`src/rtl/jt5205_interp_sched_pkg.sv`:
```
// Shared definitions for the jt5205 interpolation scheduler.
// Contents:
//   DEF_CHANNELS / DEF_DW : default voice count and sample width
//   wrap_inc()            : modular increment used for the round-robin pointer
package jt5205_interp_sched_pkg;

    localparam int DEF_CHANNELS = 4;
    localparam int DEF_DW       = 12;

    // Increment v modulo n, without a divider.
    function automatic int wrap_inc(input int v, input int n);
        int r;
        r = v + 1;
        if (r >= n) begin
            r = 0;
        end else begin
            r = r;
        end
        return r;
    endfunction

endpackage

```
`src/rtl/jt5205_interp_sched_arb.sv`:
```
// Round-robin arbiter for the interpolation scheduler.
// The grant is the first pending channel found when scanning from ptr
// upwards, modulo CHANNELS. After each grant the pointer moves past the
// winner. It stays put while nothing is pending.
// Ports:
//   clk, rst_n : clock, asynchronous active-low reset (ptr -> 0)
//   pend       : per-channel pending flags
//   grant      : index of the granted channel (meaningful when valid=1)
//   valid      : a channel is granted this cycle
module jt5205_interp_sched_arb
    import jt5205_interp_sched_pkg::*;
#(
    parameter int CHANNELS = DEF_CHANNELS,
    parameter int PW       = $clog2(DEF_CHANNELS)
) (
    input  logic                clk,
    input  logic                rst_n,
    input  logic [CHANNELS-1:0] pend,
    output logic [PW-1:0]       grant,
    output logic                valid
);

    localparam logic [PW:0] NCH = (PW+1)'(CHANNELS);

    logic [PW-1:0] ptr_r;
    logic [PW:0]   sum_s;
    logic [PW-1:0] idx_s;
    logic          hit_s;

    // Scan the pending flags starting at ptr and keep the first hit.
    always_comb begin
        grant = '0;
        valid = 1'b0;
        sum_s = '0;
        idx_s = '0;
        hit_s = 1'b0;
        for (int k = 0; k < CHANNELS; k++) begin
            sum_s = {1'b0, ptr_r} + (PW+1)'(k);
            idx_s = (sum_s >= NCH) ? PW'(sum_s - NCH) : PW'(sum_s);
            hit_s = !valid && pend[idx_s];
            grant = hit_s ? idx_s : grant;
            valid = valid | hit_s;
        end
    end

    // Move the pointer past the granted channel and hold it while idle.
    always_ff @(posedge clk or negedge rst_n) begin
        if (!rst_n) begin
            ptr_r <= '0;
        end else if (valid) begin
            ptr_r <= PW'(wrap_inc(int'(grant), CHANNELS));
        end
    end

endmodule

```
`src/rtl/jt5205_interp_sched.sv`:
```
// Time-multiplexed 2x interpolation scheduler for several jt5205 voices.
// Each voice strobes req with a sample. The sample is buffered and marked
// pending. A round-robin arbiter then picks one pending voice per cycle for
// the shared datapath, which computes (last>>>1)+(din>>>1).
// Pipeline:
//   E1 : grant taken, operands latched into stage 1
//   E2 : dout/last written, done pulsed
// Ports:
//   clk, rst_n : clock, asynchronous active-low reset
//   req        : per-channel one-cycle sample strobe
//   din        : packed samples, channel i at [i*DW +: DW]
//   dout       : packed interpolated outputs, held between updates
//   done       : one-cycle pulse per channel when its dout slice updates
//   busy       : something pending or in flight
//   ovr        : sticky overrun flags (only with JT5205_SCHED_OVR_EN)
//   ovr_clr    : per-channel clear of ovr (only with JT5205_SCHED_OVR_EN)
// Optional feature macro: JT5205_SCHED_OVR_EN
module jt5205_interp_sched
    import jt5205_interp_sched_pkg::*;
#(
    parameter int CHANNELS = DEF_CHANNELS,
    parameter int DW       = DEF_DW
) (
    input  logic                   clk,
    input  logic                   rst_n,
    input  logic [CHANNELS-1:0]    req,
    input  logic [CHANNELS*DW-1:0] din,
    output logic [CHANNELS*DW-1:0] dout,
    output logic [CHANNELS-1:0]    done,
    output logic                   busy
`ifdef JT5205_SCHED_OVR_EN
    ,
    output logic [CHANNELS-1:0]    ovr,
    input  logic [CHANNELS-1:0]    ovr_clr
`endif
);

    localparam int PW = $clog2(CHANNELS);

    logic [CHANNELS-1:0]    pend_r;
    logic [DW-1:0]          buf_r  [CHANNELS];
    logic [DW-1:0]          last_r [CHANNELS];
    logic [CHANNELS*DW-1:0] dout_r;
    logic [CHANNELS-1:0]    done_r;

    logic                   s1_v_r;
    logic [PW-1:0]          s1_ch_r;
    logic signed [DW-1:0]   s1_a_r;
    logic signed [DW-1:0]   s1_b_r;

    logic [PW-1:0]          grant_s;
    logic                   gnt_v_s;
    logic [CHANNELS-1:0]    gnt_mask_s;
    logic [DW-1:0]          a_src_s;
    logic signed [DW-1:0]   sum_s;

    jt5205_interp_sched_arb #(
        .CHANNELS (CHANNELS),
        .PW       (PW)
    ) u_arb (
        .clk   (clk),
        .rst_n (rst_n),
        .pend  (pend_r),
        .grant (grant_s),
        .valid (gnt_v_s)
    );

    // One-hot mask of the channel being granted this cycle.
    always_comb begin
        gnt_mask_s          = '0;
        gnt_mask_s[grant_s] = gnt_v_s;
    end

    // A channel can be granted on back-to-back cycles. Its "last" is then
    // still in stage 1, so forward it instead of reading the stale array entry.
    always_comb begin
        a_src_s = last_r[grant_s];
        if (s1_v_r && (s1_ch_r == grant_s)) begin
            a_src_s = s1_b_r;
        end else begin
            a_src_s = last_r[grant_s];
        end
    end

    // Halving both operands first keeps the sum inside DW bits.
    assign sum_s = (s1_a_r >>> 1) + (s1_b_r >>> 1);

    // Capture, pending flags, stage 1 operand latch and stage 2 write-back.
    always_ff @(posedge clk or negedge rst_n) begin
        if (!rst_n) begin
            pend_r  <= '0;
            dout_r  <= '0;
            done_r  <= '0;
            s1_v_r  <= 1'b0;
            s1_ch_r <= '0;
            s1_a_r  <= '0;
            s1_b_r  <= '0;
            for (int i = 0; i < CHANNELS; i++) begin
                buf_r[i]  <= '0;
                last_r[i] <= '0;
            end
        end else begin
            // A new req on the granted channel keeps it pending. The granted
            // op still uses the buffer value from before this edge.
            for (int i = 0; i < CHANNELS; i++) begin
                if (req[i]) begin
                    buf_r[i] <= din[i*DW +: DW];
                end
            end
            pend_r <= req | (pend_r & ~gnt_mask_s);

            s1_v_r  <= gnt_v_s;
            s1_ch_r <= grant_s;
            s1_a_r  <= a_src_s;
            s1_b_r  <= buf_r[grant_s];

            done_r <= '0;
            if (s1_v_r) begin
                dout_r[s1_ch_r*DW +: DW] <= sum_s;
                last_r[s1_ch_r]          <= s1_b_r;
                done_r[s1_ch_r]          <= 1'b1;
            end
        end
    end

    assign dout = dout_r;
    assign done = done_r;
    assign busy = (|pend_r) | s1_v_r;

`ifdef JT5205_SCHED_OVR_EN
    logic [CHANNELS-1:0] ovr_r;
    logic [CHANNELS-1:0] ovr_set_s;

    // Overrun: a new sample lands on a still-pending, ungranted channel.
    assign ovr_set_s = req & pend_r & ~gnt_mask_s;

    // Sticky overrun flags. A set beats a clear on the same edge.
    always_ff @(posedge clk or negedge rst_n) begin
        if (!rst_n) begin
            ovr_r <= '0;
        end else begin
            ovr_r <= (ovr_r & ~ovr_clr) | ovr_set_s;
        end
    end

    assign ovr = ovr_r;
`endif

endmodule
```
`config.mk`:
```
export PLATFORM = sky130hd
export DESIGN_NAME = jt5205_interp_sched
export DESIGN_NICKNAME = d
export VERILOG_FILES = /design/src/rtl/jt5205_interp_sched_pkg.sv /design/src/rtl/jt5205_interp_sched_arb.sv /design/src/rtl/jt5205_interp_sched.sv
export SDC_FILE = /design/constraint.sdc
export NUM_CORES = 1
export LEC_CHECK = 0
export ABC_CLOCK_PERIOD_IN_PS = 2200
export BUFFER_PORTS_ARGS = -buffer_cell sky130_fd_sc_hd__buf_4
export CORE_UTILIZATION = 35
export DETAILED_ROUTE_END_ITERATION = 8
export PLACE_DENSITY = 0.53
export SLEW_MARGIN = 30
export SYNTH_ARGS = -nofsm -noshare
export SYNTH_HDL_FRONTEND = slang
export SYNTH_HIERARCHICAL = 1
export SYNTH_SLANG_ARGS = --single-unit
export TNS_END_PERCENT = 100
```
`constraint.sdc`:
```
create_clock -name clk -period 2.2 [get_ports clk]
set_clock_uncertainty 0.1 [all_clocks]
set_input_delay 0.55 -clock clk [delete_from_list [all_inputs] [get_ports clk]]
set_output_delay 0.55 -clock clk [all_outputs]
set_load 0.02 [all_outputs]
```
# --- Yosys cells after proc, flatten, opt, wreduce, memory -nomap -nowiden ---
# Index checks and enable logic that the tools add are counted.
op_classes:
  magnitude_cmp: 16
  n_reduce_logical: 11
  bitwise_logic: 10
  n_shift: 2
  eq_ne: 1
  n_mux: 33
  mul: 1
  n_addsub: 10
op_table:
  columns: ["op", "count"]
  rows:
  - ["$bwmux 48", 2]
  - ["$mux 12", 6]
  - ["$bmux 12 s2", 2]
  - ["$shift 12x34->48 const A", 1]
  - ["$shiftx 12x34->48", 1]
  - ["$neg 6->34", 1]
  - ["$demux 12 s2", 1]
  - ["$ge 3x3->1 const B", 6]
  - ["$lt 2x3->1 const B", 6]
  - ["$mux 2", 9]
  - ["$add 11x11->12", 1]
  - ["$and 4x4->4", 2]
  - ["$bmux 1 s2", 4]
  - ["$sub 2x1->2 const B", 4]
  - ["$logic_and 1x1->1", 7]
  - ["$add 2x1->3 const B", 2]
  - ["$add 2x2->3 const B", 2]
  - ["$mux 1", 6]
  - ["$not 2->3", 2]
  - ["$demux 1 s2", 2]
  - ["$ge 2x1->1 const B", 2]
  - ["$mul 2x2->4 const B", 1]
  - ["$mux 4", 1]
  - ["$not 4->4", 1]
  - ["other kinds (7)", 12]
totals:
  ff_bits: 181
  in_bits: 54
  wordCells: 100

# --- Logic depth before layout (Yosys ltp) ---
# Gate-level depths: netlist of the first run.
logic_depth:
  depth_word: 21
  mapped_depth: 9

# --- By module ---
# The synthesis of the first run kept the hierarchy.
modules_own_cells:
  columns: ["mod", "seq_area_each_um2", "cells_per_inst", "n_inst", "area_per_inst_um2"]
  rows:
  - ["jt5205_interp_sched", 4229.1, 529, 1, 7399.6]
  - ["jt5205_interp_sched_arb", 50.0, 20, 1, 191.4]

# --- Least setup slack after synthesis of the first run ---
# Ideal clock, no wire load.
synth_path:
  kind: "flip-flop to flip-flop"
  start: "reg pend_r[2]"
  end: "reg pend_r[0]"
  period_less_slack_ps: 2387
  setup_slack_ps: -187
  path_stages_with_launch: 9
  required_time_ps: 1982
  setup_ps: 118
  t_arrival_ps: 2168
  cell_sequence: "dfrtp_1 > nor4_4 > a21o_2 > nor2_1 > buf_4 > buf_4 > buf_4 > or3b_2 > a21o_1"
synth_via:
  elab_chain_len: 19
  word_cells_on_any_way: 30
synth_lines:
  columns: ["item", "line", "text"]
  rows:
  - ["start: declaration", "jt5205_interp_sched.sv:40", "logic [CHANNELS-1:0] pend_r;"]
  - ["start signal: assignment", "jt5205_interp_sched.sv:110", "pend_r <= req | (pend_r & ~gnt_mask_s);"]
  - ["$bmux 1 s2", "jt5205_interp_sched_arb.sv:40", "hit_s = !valid && pend[idx_s];"]
  - ["$mux 1 (not written as such)", "jt5205_interp_sched_arb.sv:40", null]
  - ["$logic_not 1->1", "jt5205_interp_sched_arb.sv:40", null]
  - ["$logic_and 1x1->1", "jt5205_interp_sched_arb.sv:40", null]
  - ["$or 1x1->1", "jt5205_interp_sched_arb.sv:42", "valid = valid | hit_s;"]
  - ["$logic_not 1->1", "jt5205_interp_sched_arb.sv:40", null]
  - ["$logic_and 1x1->1", "jt5205_interp_sched_arb.sv:40", null]
  - ["$or 1x1->1", "jt5205_interp_sched_arb.sv:42", null]
  - ["[3 not listed]", null, null]
  - ["named net grant_s[0]", "jt5205_interp_sched.sv:51", "logic [PW-1:0] grant_s;"]
  - ["$lt 2x3->1 (not written as such) / $ge 2x1->1 (equally long branches)", "jt5205_interp_sched.sv:71", "gnt_mask_s[grant_s] = gnt_v_s;"]
  - ["$logic_and 1x1->1 (not written as such)", "jt5205_interp_sched.sv:71", null]
  - ["$mux 1 (not written as such)", "jt5205_interp_sched.sv:71", null]
  - ["$demux 1 s2 *", "jt5205_interp_sched.sv:71", null]
  - ["$and 4x4->4 (no source line) *", null, null]
  - ["$not 4->4 *", "jt5205_interp_sched.sv:110", null]
  - ["$and 4x4->4 *", "jt5205_interp_sched.sv:110", null]
  - ["$or 4x4->4 *", "jt5205_interp_sched.sv:110", null]
# The timed path passes the listed nets; every way through them passes the cells marked *. The select of a mux whose other input is x is not followed.
# A chain may end at the register's enable or synchronous reset.

# --- Worst setup path in the final report of the first run ---
layout_path:
  start: "reg s1_b_r[1]"
  end: "reg dout_r[10], in the netlist dout[10]"
layout_via:
  elab_chain_len: 3
layout_lines:
  columns: ["item", "line", "text"]
  rows:
  - ["start: declaration", "jt5205_interp_sched.sv:49", "logic signed [DW-1:0] s1_b_r;"]
  - ["start signal: assignment", "jt5205_interp_sched.sv:115", "s1_b_r <= buf_r[grant_s];"]
  - ["$add 11x11->12", "jt5205_interp_sched.sv:86", "assign sum_s = (s1_a_r >>> 1) + (s1_b_r >>> 1);"]
  - ["$shiftx 12x34->48", "jt5205_interp_sched.sv:119", "dout_r[s1_ch_r*DW +: DW] <= sum_s;"]
  - ["$bwmux 48", "jt5205_interp_sched.sv:119", null]
  - ["end signal: indexed assignment", "jt5205_interp_sched.sv:119", null]
  - ["end: declaration", "jt5205_interp_sched.sv:43", "logic [CHANNELS*DW-1:0] dout_r;"]
# No other way between the ends.

==> impl_metrics.py, run 1 <==
metrics = {
    "run_status": {
        "status": "finished, violations left",
        "violations": "setup timing",
    },
    "setup_path": {
        "r2r_setup_slack_ns": -0.12,
        "timing.rr.start": "s1_b_r[1]",
        "crit_path_max_fanout": 6,
        "crit_start": "s1_b_r[1]",
        "r2r-end": "dout[10]",
        "endpoint_kind": "flip-flop",
        "crit_end": "dout[10]",
        "critPathRequiredTime_ns": 2.41,
        "ff2ff_path_depth": 9,
        "startpoint_type": "flip-flop",
        "critPathArrivalTime_ns": 2.52,
        "path_class": "flip-flop to flip-flop",
    },
    "power": {
        "p_int_w": 0.0120,
        "p_leak_nw": 4.55,
        "vdd_drop_max_mv": 0.873,
        "clkPwrFrac_pct": 15.8,
        "power_density_mw_per_mm2": 1950,
        "pwr-share-comb_pct": 58.4,
        "p_seq_share_pct": 25.8,
        "netSwitchingFraction_pct": 38.7,
        "switching_power_w": 0.00757,
    },
    "cells_and_area": {
        "layout.nets": 780,
        "area_growth_pct": 32.4,
        "diodes": 0,
        "final_cells": 996,
        "layout-drive-gt1-share_pct": 51.3,
    },
    "cts": {
        "cts_tree": "done",
        "clock_path_buffers": 2,
        "clkTransAtPathRegs_ns": 0.07,
        "cts_buffers": 17,
        "clkSinkCount": 171,
        "htreeDepth": 4,
        "clk_latency_ns": 0.43,
        "cts_root_buffer": "clkbuf_16",
    },
    "global_routing": {
        "overflow": 0,
        "grt_max_degree": 71,
        "antenna_found_initial": 0,
        "grt_usage_pct": 16.8,
        "grt_pass1_wl_um": 28500,
        "grt_pass1_vias": 5302,
    },
    "routing": {
        "firstDrtPassIters": 4,
        "drt-initial-drc-count": 269,
        "ant_nets": 0,
        "wl_per_cell_um": 17.9,
        "vias": 5136,
        "viasPerCell": 5.16,
        "drc": 0,
        "wirelength_um": 17900,
    },
    "place": {
        "port_buffers": 102,
        "place.gp.congestion": 0.830,
        "dp.cells": 950,
        "place_ws_ns": -0.216,
        "hpwl_um": 12600,
    },
    "logic_synthesis": {
        "synth-async-reset-ratio_pct": 100,
        "yosysTopAreaCell": "dfrtp_1",
        "synth_nets": 621,
        "netlist_area_mm2": 0.00759,
        "synth-simple-area-share_pct": 5.88,
        "yosys.area_share.xor_xnor_pct": 1.47,
        "synthFlopType": "dfrtp_1",
        "synth.area.mux_share_pct": 21.4,
        "yosys-top-cells-count": "171 x dfrtp_1, 96 x mux2_2, 39 x nand2_1, 22 x mux4_2",
        "synth_warnings": 6,
        "synth_area_leaders": "dfrtp_1 56%, mux2_2 14%, mux4_2 6.5%, ha_1 2.8%, a22o_1 2.0%",
        "synth_most_common_cell": "dfrtp_1",
        "synth_cells": 549,
        "avgSynthCellArea_um2": 13.8,
        "synth-seq-area-share_pct": 56.4,
        "synth_top_family_by_area": "multiplexers",
        "synth_edf_count": 0,
        "ys_ff_latch": 171,
        "synth_compound_area_share_pct": 9.15,
        "synth_top_area_share_pct": 56.4,
        "synthAdderAreaFrac_pct": 3.07,
        "ys_types": 62,
    },
    "sta": {
        "fin_crit_ns": 2.32,
        "hold_viol": 0,
        "finalSetupViolCount": 10,
        "tightest_slew_ns": 0.605,
        "max_slew_margin_pct": 59.6,
        "fin_crit_sh_pct": 105,
        "hold_ws_ns": 0.244,
        "grt_setup_unrepaired": "yes",
        "slew_viol_final": 0,
        "max_freq_ghz": 0.432,
        "worst_slack_ns": -0.116,
    },
    "floorplan": {
        "start_util_pct": 35.9,
        "dieArea_mm2": 0.0223,
        "ioPinCount": 107,
        "fp.dieH_um": 149,
        "core-area_mm2": 0.0212,
        "dieWidth_um": 149,
        "rows": 53,
    },
    "hold_path": {
        "hold_class": "input port to flip-flop",
    },
    "job": {
        "drv_cap": 0,
    },
}
[how the worst min path moves through the flow]
stage	startpoint	to	slack, ns	depth (start not counted)
after floorplan	rst_n	buf_r[10]	0.15	0
after global placement	rst_n	dout[23]	0.30	1
after detailed placement	rst_n	dout[20]	0.31	1
after CTS	din[30]	buf_r[18]	0.23	2
after global routing	din[11]	buf_r[47]	0.23	2
final	din[30]	buf_r[18]	0.24	2
[placed cells by master (no fill, tap or decap), types with 11 or more instances in the layout]
cell type,count
buf_4,155
inv_1,15
nand2_1,39
mux4_2,22
dfrtp_1,162
ha_1,11
a22o_1,17
mux2_2,88
clkbuf_16,18
nor2_1,17
o21ai_0,16
[metrics by stage]
| step | instance area (um^2) | power [W] | setup TNS (ns) | util (%) |
|---|---|---|---|---|
| floorplan | 7630 | 0.0112 | 0 | - |
| global route | 10100 | 0.0207 | -2.78 | 47.5 |
| finish | 10100 | 0.0196 | -0.667 | 47.5 |
| CTS | 9760 | 0.0184 | -0.356 | 46.1 |
| global placement | 9020 | 0.0147 | -1.51 | 42.6 |
| detailed placement | 9020 | 0.0149 | -2.94 | 42.6 |
[layer usage]
| metal | global-route usage [%] | vias to the layer above | share of wire, % |
|---|---|---|---|
| li1 | - | 2326 | - |
| met1 | 22.8 | 2640 | 46 |
| met2 | 26.6 | 151 | 49 |
| met3 | 3.52 | 19 | 4.3 |
| met4 | 5.56 | 0 | 1.3 |
| met5 | 0 | - | 0 |
[final cells by class]
class,instances,area [um^2]
fill,1878,11100
clock buffer,17,425
clock inverter,15,181
sequential,171,4290
inverter,17,63.8
tap,275,344
multi-input combinational,335,3400
timing repair buffer,166,1340
[sequential cells by signal (all words and copies together) (netlist names)]
signal / count
s1_ch_r: 2
s1_a_r: 11
pend_r: 4
dout: 48
u_arb/ptr_r: 2
done: 4
s1_v_r: 1
last_r: 44
s1_b_r: 11
buf_r: 44
[cell families after synthesis]
kind of cell,after synthesis
multiplexers,123
AO/OA/AOI/OAI,91
AND/OR/NAND/NOR,92
adder cells (fa/ha/maj),18
buffers and inverters,43
XOR/XNOR,11
flip-flops,171
[power groups by stage]
stage / clock [W] / sequential, W / combinational [W]
global placement: 0 / 0.00499 / 0.00968
floorplan: 0 / 0.00519 / 0.00605
CTS: 0.00316 / 0.00503 / 0.0103
detailed placement: 0 / 0.00507 / 0.00980
finish: 0.00310 / 0.00505 / 0.0114
global route: 0.00330 / 0.00518 / 0.0123
[critical path: stages (launching register included)]
cell and delay [ns]:
dfrtp_1 0.35, ha_2 0.19, inv_2 0.04, fa_2 0.37
nor2b_4 0.18, o2111ai_4 0.14, a21oi_2 0.21, o22ai_4 0.10
xnor2_4 0.17, a221o_1 0.35
[what timing repair did]
item / 4_1_cts / 5_1_grt
gates resized for setup: 20 / 38
endpoints found under the hold margin: 15 / 0
pin swaps: 9 / 14
hold buffers: 1 / 0
setup endpoints to repair: 45 / 50
cloned: 0 / 1
buffers inserted: 2 / 10
(Power assumes the default switching activity.)
==> inputs of run 2 (changes only) <==
Settings changed: ABC_CLOCK_PERIOD_IN_PS 2200 to 2800, PLACE_DENSITY 0.53 to default.
Clock period 2.2 ns to 2.8 ns, I/O delays scaled along.
==> run 2 against run 1 <==
Compared with the run above:
- the run now ends clean
- routed wire length decreased by 5.8%
- global-route usage decreased by 0.41 points
- sequential power decreased by 22%
- sequential share of layout area increased by 2.8 points
- worst setup slack improved by 0.32 ns
- critical path type unchanged
- critical endpoint is now dout[18]
- largest power group unchanged
- highest routed layer unchanged
==> impl_metrics.py, run 2 (synthesized netlist as in run 1, its figures left out) <==
metrics = {
    "run_status": {
        "status": "finished clean",
    },
    "setup_path": {
        "startpoint_type": "flip-flop",
        "r2r_setup_slack_ns": 0.20,
        "r2r-end": "dout[18]",
        "path_class": "flip-flop to flip-flop",
        "cp_top_family": "compound AO/OA/AOI/OAI gates",
        "critPathRequiredTime_ns": 3.01,
        "slowest_delay_ns": 0.47,
        "endpoint_kind": "flip-flop",
        "crit_path_max_fanout": 6,
        "timing.rr.start": "s1_b_r[1]",
        "slowest_stage": "dfrtp_1",
        "ff2ff_path_depth": 9,
        "crit_path_cell_trace": "ha_1 > inv_1 > fa_1 > nor2b_2 > o2111ai_1 > a21oi_1 > o22ai_2 > xnor2_2 > a221o_1",
        "path_buf_inv": 1,
        "critPathArrivalTime_ns": 2.81,
    },
    "routing": {
        "ant_nets": 0,
        "viasPerCell": 5.12,
        "wl_per_cell_um": 17.5,
        "firstDrtPassIters": 5,
        "vias": 4917,
        "drc": 0,
        "drt-initial-drc-count": 266,
        "wirelength_um": 16800,
    },
    "cts": {
        "clk_latency_ns": 0.43,
        "htreeDepth": 4,
        "holdBufCountCts": 0,
        "cts_tree": "done",
        "clkSinkCount": 171,
        "cts_root_buffer": "clkbuf_16",
        "cts_buffers": 17,
        "clock_path_buffers": 2,
        "clkTransAtPathRegs_ns": 0.07,
    },
    "sta": {
        "hold_viol": 0,
        "finalSetupViolCount": 0,
        "max_freq_ghz": 0.385,
        "hold_ws_ns": 0.128,
        "fin_crit_ns": 2.60,
        "grt_setup_unrepaired": "no",
        "slew_viol_final": 0,
        "tightest_slew_ns": 0.713,
        "fin_crit_sh_pct": 92.7,
        "final.setup.tns_ns": 0,
        "max_slew_margin_pct": 52.1,
    },
    "cells_and_area": {
        "final_common_cell": "dfrtp_1",
        "diodes": 0,
        "layout_common_cells": "171 x dfrtp_1, 126 x buf_4, 96 x mux2_2",
        "layout.nets": 744,
        "area_growth_pct": 24.0,
        "largest_reg_flops": 48,
        "layout-drive-gt1-share_pct": 44.4,
    },
    "power": {
        "power_density_mw_per_mm2": 1420,
        "pwr-share-comb_pct": 52.8,
        "netSwitchingFraction_pct": 39.5,
        "vdd_drop_max_mv": 0.670,
        "clkPwrFrac_pct": 17.5,
        "p_int_w": 0.00810,
        "switching_power_w": 0.00528,
        "p_seq_share_pct": 29.6,
        "p_leak_nw": 4.29,
    },
    "floorplan": {
        "dieArea_mm2": 0.0223,
        "core-area_mm2": 0.0212,
        "rows": 53,
        "start_util_pct": 35.9,
        "fp.dieH_um": 149,
        "ioPinCount": 107,
        "dieWidth_um": 149,
    },
    "place": {
        "hpwl_um": 12000,
        "place.gp.congestion": 0.807,
        "port_buffers": 102,
    },
    "global_routing": {
        "antenna_found_initial": 0,
        "overflow": 0,
        "grt_usage_pct": 16.3,
        "grt_pass1_vias": 5141,
        "grt_pass1_wl_um": 27700,
        "grt_max_degree": 54,
    },
    "job": {
        "drv_cap": 0,
    },
    "hold_path": {
        "hold_class": "input port to asynchronous set/reset pin",
    },
}
## run 2: power groups by stage
stage / logic [W] / registers (W) / clock network (W)
2_1_floorplan: 0.00460 / 0.00408 / 0
3_3_place_gp: 0.00670 / 0.00395 / 0
3_5_place_dp: 0.00685 / 0.00401 / 0
4_1_cts: 0.00687 / 0.00396 / 0.00241
5_1_grt: 0.00765 / 0.00408 / 0.00252
6_report: 0.00707 / 0.00396 / 0.00235
## run 2: metal layers
metal / vias to the layer above / wire length (um) / global-route usage, %
met5: - / 0 / 0
met2: 142 / 8140 / 26.9
li1: 2249 / - / -
met3: 11 / 896 / 3.58
met4: 0 / 139 / 4.90
met1: 2515 / 7630 / 21.5
## run 2: layout make-up
| type | instances | area [um^2] |
|---|---|---|
| inverter | 17 | 63.8 |
| multi-input combinational | 335 | 3120 |
| clock inverter | 13 | 150 |
| clock buffer | 19 | 443 |
| timing repair buffer | 130 | 1020 |
| sequential | 171 | 4280 |
| tap | 275 | 344 |
| fill | 1899 | 11700 |
## run 2: worst reg2reg max path, cell delays in order, from the launching register on
cell and delay, ns:
dfrtp_1 0.47, ha_1 0.23, inv_1 0.06, fa_1 0.42
nor2b_2 0.17, o2111ai_1 0.14, a21oi_1 0.21, o22ai_2 0.12
xnor2_2 0.22, a221o_1 0.35
## run 2: worst max-delay path by stage
stage / depth (start not counted) / start / to / slack (ns)
6_report: 9 / s1_b_r[1] / dout[18] / 0.20
4_1_cts: 5 / pend_r[1] / s1_b_r[3] / 0.1
3_3_place_gp: 5 / pend_r[1] / s1_b_r[1] / 0.23
2_1_floorplan: 8 / pend_r[2] / pend_r[0] / 0.41
3_5_place_dp: 5 / pend_r[1] / s1_b_r[11] / 0.11
5_1_grt: 9 / s1_b_r[1] / dout[18] / 0.02
## run 2: stage by stage
stage / utilization, % / instances / area [um^2] / setup slack [ns] / total power [W]
floorplan: - / 549 / 7590 / 0.413 / 0.00868
global placement: 41.3 / 918 / 8740 / 0.229 / 0.0106
detailed placement: 41.3 / 918 / 8740 / 0.110 / 0.0109
CTS: 44.1 / 950 / 9330 / 0.0973 / 0.0132
global route: 44.5 / 960 / 9420 / 0.0159 / 0.0143
finish: 44.5 / 960 / 9420 / 0.204 / 0.0134
## run 2: timing repair
item | in CTS | in global routing
endpoints found under the setup margin | 0 | 11
setup buffers | 0 | 10
resized for setup | 0 | 0
